[config.mk]
export PLATFORM = sky130hd
export DESIGN_NAME = tpu_bridge_ctl
export DESIGN_NICKNAME = d
export VERILOG_FILES = /design/src/rtl/tpu_bridge_ctl.sv
export SDC_FILE = /design/constraint.sdc
export NUM_CORES = 1
export LEC_CHECK = 0
export BUFFER_PORTS_ARGS = -buffer_cell sky130_fd_sc_hd__clkbuf_2
export CAP_MARGIN = 20
export CORE_MARGIN = 10
export CORE_UTILIZATION = 25
export DETAILED_ROUTE_END_ITERATION = 8
export HOLD_SLACK_MARGIN = 0.05
export PLACE_DENSITY = 0.44
export RECOVER_POWER = 25
export SLEW_MARGIN = 20
export SYNTH_ARGS = -nofsm -noshare
export SYNTH_HDL_FRONTEND = slang
export SYNTH_SLANG_ARGS = --single-unit
[constraint.sdc]
create_clock -name clk -period 2.2 [get_ports clk]
set_clock_uncertainty 0.05 [all_clocks]
set_input_delay 0.44 -clock clk [delete_from_list [all_inputs] [get_ports clk]]
set_output_delay 0.44 -clock clk [all_outputs]
set_load 0.05 [all_outputs]
[src/rtl/tpu_bridge_ctl.sv]
// tpu_bridge_ctl: registered bridge between the UART controller and mlp_top.
//   - ctrl_* weight/activation signals are forwarded to mlp_* with one cycle of latency.
//   - Activation/normalisation constants come from a shadow/active register file.
//     The active copy only changes while the MLP reports idle.
//   - Start requests are gated on weights-ready and on the MLP being idle.
//   - The NUM_COLS accumulators are captured when the MLP reports done.
// Optional feature: define TPU_BRIDGE_CTL_READBACK_EN to build the registered cfg_rdata readback mux.
//   Without it, cfg_rdata is tied to 0.
//
// Result handshake: result_valid rises the cycle after the MLP reports DONE_STATE and stays high with result_acc
// stable until ctrl_result_ack is sampled high while result_valid is high. result_valid drops on the following
// cycle. An ack outside that window, including in the capture cycle itself, is ignored.
module tpu_bridge_ctl #(
    parameter int NUM_COLS   = 2,
    parameter int DATA_W     = 8,
    parameter int ACT_W      = 16,
    parameter int ACC_W      = 32,
    parameter int IDLE_STATE = 0,
    parameter int DONE_STATE = 9
) (
    input  logic                      clk,
    input  logic                      rst_n,
    input  logic [NUM_COLS-1:0]       ctrl_wf_push,
    input  logic [DATA_W-1:0]         ctrl_wf_data_in,
    input  logic                      ctrl_wf_reset,
    input  logic                      ctrl_init_act_valid,
    input  logic [ACT_W-1:0]          ctrl_init_act_data,
    input  logic                      ctrl_weights_ready,
    input  logic                      ctrl_start_req,
    input  logic                      cfg_we,
    input  logic [2:0]                cfg_addr,
    input  logic [31:0]               cfg_wdata,
    input  logic                      cfg_commit,
    output logic [31:0]               cfg_rdata,
    input  logic                      ctrl_result_ack,
    output logic                      result_valid,
    output logic [NUM_COLS*ACC_W-1:0] result_acc,
    output logic                      busy,
    output logic                      err_push,
    output logic [NUM_COLS-1:0]       mlp_wf_push,
    output logic [DATA_W-1:0]         mlp_wf_data_in,
    output logic                      mlp_wf_reset,
    output logic                      mlp_init_act_valid,
    output logic [ACT_W-1:0]          mlp_init_act_data,
    output logic                      mlp_weights_ready,
    output logic                      mlp_start_mlp,
    output logic [2:0]                mlp_vpu_activation_type,
    output logic signed [15:0]        mlp_norm_gain,
    output logic signed [31:0]        mlp_norm_bias,
    output logic [4:0]                mlp_norm_shift,
    output logic signed [15:0]        mlp_q_inv_scale,
    output logic signed [7:0]         mlp_q_zero_point,
    input  logic [3:0]                mlp_state_in,
    input  logic [NUM_COLS*ACC_W-1:0] mlp_acc_in,
    output logic [2:0]                dbg_state
);

    typedef enum logic [2:0] {
        S_IDLE   = 3'd0,
        S_COMMIT = 3'd1,
        S_START  = 3'd2,
        S_RUN    = 3'd3,
        S_RESULT = 3'd4
    } state_t;

    typedef struct packed {
        logic [2:0]         vtype;
        logic signed [15:0] gain;
        logic signed [31:0] bias;
        logic [4:0]         shift;
        logic signed [15:0] inv_scale;
        logic signed [7:0]  zp;
    } cfg_t;

    localparam cfg_t CFG_RESET = '{
        vtype:     3'b001,
        gain:      16'sd256,
        bias:      32'sd0,
        shift:     5'd8,
        inv_scale: 16'sd256,
        zp:        8'sd0
    };

    localparam logic [3:0] ST_IDLE = 4'(IDLE_STATE);
    localparam logic [3:0] ST_DONE = 4'(DONE_STATE);

    state_t state, state_n;

    // Three config copies:
    //   shd - written by cfg_we.
    //   stg - the shadow as it stood when the last commit pulse arrived.
    //   act - drives the MLP.
    cfg_t shd, stg, act;

    logic commit_pend, start_pend;
    logic go_commit, go_start;
    logic capture, release_res;
    logic mlp_idle;
    logic multi_hot;

    assign mlp_idle  = (mlp_state_in == ST_IDLE);
    assign multi_hot = |(ctrl_wf_push & (ctrl_wf_push - NUM_COLS'(1)));

    // Registered passthrough. A multi-hot push is suppressed and recorded in the sticky error flag.
    always_ff @(posedge clk or negedge rst_n) begin
        if (!rst_n) begin
            mlp_wf_push        <= '0;
            mlp_wf_data_in     <= '0;
            mlp_wf_reset       <= 1'b0;
            mlp_init_act_valid <= 1'b0;
            mlp_init_act_data  <= '0;
            mlp_weights_ready  <= 1'b0;
            err_push           <= 1'b0;
        end else begin
            mlp_wf_push        <= multi_hot ? '0 : ctrl_wf_push;
            mlp_wf_data_in     <= ctrl_wf_data_in;
            mlp_wf_reset       <= ctrl_wf_reset;
            mlp_init_act_valid <= ctrl_init_act_valid;
            mlp_init_act_data  <= ctrl_init_act_data;
            mlp_weights_ready  <= ctrl_weights_ready;
            if (multi_hot)
                err_push <= 1'b1;
        end
    end

    // Shadow register writes. Each field takes the LSBs of cfg_wdata; addresses 6 and 7 are ignored.
    always_ff @(posedge clk or negedge rst_n) begin
        if (!rst_n) begin
            shd <= CFG_RESET;
        end else if (cfg_we) begin
            case (cfg_addr)
                3'd0:    shd.vtype     <= cfg_wdata[2:0];
                3'd1:    shd.gain      <= cfg_wdata[15:0];
                3'd2:    shd.bias      <= cfg_wdata;
                3'd3:    shd.shift     <= cfg_wdata[4:0];
                3'd4:    shd.inv_scale <= cfg_wdata[15:0];
                3'd5:    shd.zp        <= cfg_wdata[7:0];
                default: ;
            endcase
        end
    end

    // Snapshot the pre-write shadow on every commit pulse.
    // A write in the same cycle lands in the shadow only, and a later merged pulse refreshes the snapshot.
    always_ff @(posedge clk or negedge rst_n) begin
        if (!rst_n)
            stg <= CFG_RESET;
        else if (cfg_commit)
            stg <= shd;
    end

    // Active config only moves in COMMIT, which is entered only while the MLP is idle.
    always_ff @(posedge clk or negedge rst_n) begin
        if (!rst_n)
            act <= CFG_RESET;
        else if (state == S_COMMIT)
            act <= stg;
    end

    // One-deep pending flags. They are cleared when the FSM picks the request up, and repeat pulses merge.
    always_ff @(posedge clk or negedge rst_n) begin
        if (!rst_n) begin
            commit_pend <= 1'b0;
            start_pend  <= 1'b0;
        end else begin
            commit_pend <= go_commit ? 1'b0 : (commit_pend | cfg_commit);
            start_pend  <= go_start  ? 1'b0 : (start_pend | ctrl_start_req);
        end
    end

    // FSM state register.
    always_ff @(posedge clk or negedge rst_n) begin
        if (!rst_n)
            state <= S_IDLE;
        else
            state <= state_n;
    end

    // FSM next state. A pending commit takes priority over a pending start.
    always_comb begin
        state_n     = state;
        go_commit   = 1'b0;
        go_start    = 1'b0;
        capture     = 1'b0;
        release_res = 1'b0;
        case (state)
            S_IDLE: begin
                if (commit_pend && mlp_idle) begin
                    go_commit = 1'b1;
                    state_n   = S_COMMIT;
                end else if (start_pend && ctrl_weights_ready && mlp_idle) begin
                    go_start = 1'b1;
                    state_n  = S_START;
                end
            end
            S_COMMIT: state_n = S_IDLE;
            S_START:  state_n = S_RUN;
            S_RUN: begin
                if (mlp_state_in == ST_DONE) begin
                    capture = 1'b1;
                    state_n = S_RESULT;
                end
            end
            S_RESULT: begin
                if (ctrl_result_ack) begin
                    release_res = 1'b1;
                    state_n     = S_IDLE;
                end
            end
            default: state_n = S_IDLE;
        endcase
    end

    // Start pulse is registered so it lasts exactly the one cycle spent in START.
    always_ff @(posedge clk or negedge rst_n) begin
        if (!rst_n)
            mlp_start_mlp <= 1'b0;
        else
            mlp_start_mlp <= (state == S_START);
    end

    // Result capture on DONE and release on an acknowledged result.
    always_ff @(posedge clk or negedge rst_n) begin
        if (!rst_n) begin
            result_valid <= 1'b0;
            result_acc   <= '0;
        end else if (capture) begin
            result_valid <= 1'b1;
            result_acc   <= mlp_acc_in;
        end else if (release_res) begin
            result_valid <= 1'b0;
        end
    end

`ifdef TPU_BRIDGE_CTL_READBACK_EN
    logic [31:0] rdata_q;

    // Registered readback of the active register file, zero-extended per field.
    always_ff @(posedge clk or negedge rst_n) begin
        if (!rst_n) begin
            rdata_q <= '0;
        end else begin
            case (cfg_addr)
                3'd0:    rdata_q <= {29'b0, act.vtype};
                3'd1:    rdata_q <= {16'b0, act.gain};
                3'd2:    rdata_q <= act.bias;
                3'd3:    rdata_q <= {27'b0, act.shift};
                3'd4:    rdata_q <= {16'b0, act.inv_scale};
                3'd5:    rdata_q <= {24'b0, act.zp};
                default: rdata_q <= '0;
            endcase
        end
    end

    assign cfg_rdata = rdata_q;
`else
    logic unused_cfg_addr;
    assign unused_cfg_addr = ^cfg_addr;
    assign cfg_rdata       = '0;
`endif

    assign busy                    = start_pend | (state == S_START) | (state == S_RUN);
    assign dbg_state               = state;
    assign mlp_vpu_activation_type = act.vtype;
    assign mlp_norm_gain           = act.gain;
    assign mlp_norm_bias           = act.bias;
    assign mlp_norm_shift          = act.shift;
    assign mlp_q_inv_scale         = act.inv_scale;
    assign mlp_q_zero_point        = act.zp;

endmodule

==> metrics.yaml <==
dp.final_hpwl_mm: 24.89
io_buffers: 317
grt_first_pass_wirelength_mm: 55.39
drtIter0Drc: 213
ant_nets: 0
hp-class: "in2reg"
synthXorXnorAreaFrac: 0
leakage_nw: 8.403
cp_max_fo: 8
cp.arrival_ns: 1.59
ys_ff_latch: 341
crit_family: "flip-flops"
cap_viol_max_count: 0
path_cells: "nand2b_1 > nand2b_1 > buf_2"
syn-mean-instance-area_sq_um: 17.33
seqCellArea_sq_um: 8548
critPathBufInv: 1
antenna_found_initial: 0
hold_violations: 0
detail_route.first_pass.iterations: 4
cts_buffers: 41
grt_max_degree: 83
root_buffer: "clkbuf_16"
first_global_vias: 8843
fin_ws_ns: 0.1248
gp_congestion: 0.7124
synthAdderAreaFrac: 0
yosysMostFrequentCell: "dfrtp_1"
io-pin-count: 350
cpMaxStageDelayCell: "dfrtp_1"
design.die.area_sq_um: 61730
yosys_warnings: 0
syn_to_final_growth_pct: 37.43
vias: 7816
drc: 0
pre_cts_slack_ns: 0.1549
syn_inst: 753
rsz0062_at_grt: "false"
core_area_sq_um: 51510
worst_ep_required_time_ns: 1.71
synth_edf_count: 0
maxSlewViolCount: 0
num-fill-cells: 5092
yosys.area_share.simple: 0.01342
synthTopCellsByArea: "dfrtp_1 63%, mux2_2 20%, mux2_4 6.9%"
slew-limit-headroom: 0.3603
seq_area_frac_synth: 0.6551
overflow: 0
vias_per_cell: 4.037
crit_type: "reg2out"
async_reset_ff_frac: 1.000
worstSkewPairLatency_ns: 0.55
p_per_area_nw_per_um2: 1497
grtUsageTotal: 0.1142
num_antenna_cells: 0
clk_pin_slew_worst_paths_ns: 0.06
fmax_mhz: 481.9
wl_per_cell_um: 18.44
die_h_um: 248.5
fin_setup_tns_ns: 0
yosysTopAreaCellShare: 0.6309
synth_top_family_by_area: "multiplexers"
synth.distinct_cells: 34
ys_top_cells_by_count: "329 x dfrtp_1, 227 x mux2_2, 60 x mux2_4, 38 x buf_4, 17 x mux2_1"
setup_viol: 0
htree_levels: 2
multi_input_area_sq_um: 4073
final_net_count: 1362
cpPeakStageDelay_ns: 0.46
initial_core_util: 0.2533
status: "finished, final reports clean"
cts_buffer_depth: 3
die_w_um: 248.5
synth_top_area_cell: "dfrtp_1"
peakVddDrop_mv: 0.8504
cp-start-kind: "flop"
routed_wl_mm: 35.70
cts_tree: "done"
synth.area.mux_share: 0.2796
synth_compound_area_frac: 0.006712
crit_top_cell: "nand2b_1"
min_period_ns: 2.075
row_count: 83
fin_crit_sh: 0.9433
cts_sinks: 341
syn_area_sq_um: 13050
drive_gt1_frac: 0.5677
endpoint_kind: "primary output"
worstMarginPinSlew_ns: 0.9596
synth_top_flop_cell: "dfrtp_1"
[logic make-up (layout without fill, tap and decap cells)]
kind of cell / after synthesis / after routing
AO/OA/AOI/OAI: 14 / 14
buffers and inverters: 68 / 540
flip-flops: 341 / 341
multiplexers: 304 / 304
other: 1 / 32
AND/OR/NAND/NOR: 25 / 25
[flip-flops by register name, summed over array words and instances (netlist names), 5 cells and up]
signal             cells
mlp_norm_gain         16
mlp_q_zero_point       8
mlp_norm_shift         5
mlp_wf_data_in         8
stg                   80
shd                   80
mlp_norm_bias         32
mlp_init_act_data     16
mlp_q_inv_scale       16
result_acc            64
[worst paths after layout]
kind / start / end / slack, ns / cells after the start
setup / recovery: dbg_state[2] / busy / 0.12 / 3
hold / removal: mlp_acc_in[56] / result_acc[56] / 0.09 / 2
setup reg to reg: dbg_state[2] / mlp_norm_bias[25] / 0.48 / 4
hold reg to reg: err_push / err_push / 0.41 / 1
max in group asynchronous: rst_n / mlp_norm_gain[11] / 0.44 / 3
min in group asynchronous: rst_n / mlp_norm_bias[26] / 0.51 / 2
[worst register-to-register path: stages, from the launching register on]
cell     delay [ns]
dfrtp_1        0.46
inv_1          0.13
and3_4         0.23
buf_12         0.31
mux2_2         0.41
[placed cells by master (no fill, tap or decap), drive strengths merged, types with 2 or more instances in the layout]
| cell type | count |
|---|---|
| clkbuf | 390 |
| dfrtp | 329 |
| mux2 | 304 |
| dlygate4sd3 | 108 |
| conb | 32 |
| buf | 25 |
| dfstp | 12 |
| clkinv | 6 |
| o21ai | 5 |
| bufinv | 5 |
| inv | 5 |
| nor2 | 4 |
| nand2 | 3 |
| a31oi | 3 |
| nand2b | 2 |
| nor2b | 2 |
| a21oi | 2 |
| nor4bb | 2 |
| nand4b | 2 |
| nand3b | 2 |
| a21o | 2 |
| nor3 | 2 |
[power by group]
| part | internal (mW) | switching, mW | total, mW | leakage [nW] |
|---|---|---|---|---|
| sequential | 8.38 | 1.09 | 9.47 | 4.13 |
| combinational | 3.28 | 6.88 | 10.2 | 3.56 |
| clock | 4.53 | 2.69 | 7.22 | 0.721 |
| total | 16.2 | 10.6 | 26.8 | 8.40 |
[routing by layer]
metal  track usage  up-vias  wire length (um)
met4       0.04238        0               960
met5             0        -                 0
met2        0.2042      153             19140
li1              -     3532                 -
met3       0.03273       54              1884
met1        0.1261     4077             13720
[per-stage QoR]
stage | power, mW | cell area [sq um] | hold slack [ns] | utilization | std cells
after floorplan | 17.08 | 13170 | 0.09441 | - | 784
after global placement | 19.71 | 15480 | 0.2891 | 0.3006 | 1753
after detailed placement | 19.83 | 15480 | 0.2826 | 0.3006 | 1753
after CTS | 27.50 | 18030 | 0.05206 | 0.3500 | 1936
after global routing | 28.28 | 17930 | 0.06160 | 0.3482 | 1936
final | 26.84 | 17930 | 0.09042 | 0.3482 | 1936
[area by class of cell]
class	instances	area share
Multi-Input combinational cell	375	0.2271
Timing Repair Buffer	462	0.1666
Inverter	3	0.0006279
Sequential cell	341	0.4767
Tap cell	680	0.04744
Clock buffer	61	0.06991
Clock inverter	14	0.01165
[repair_timing]
| action | CTS | global route |
|---|---|---|
| setup endpoints to repair | 0 | 1 |
| hold endpoints to repair | 246 | 0 |
| setup buffers | 0 | 0 |
| hold buffers | 108 | 0 |
| resized for setup | 0 | 1 |
Note: power is estimated with default switching activity, not from simulation.
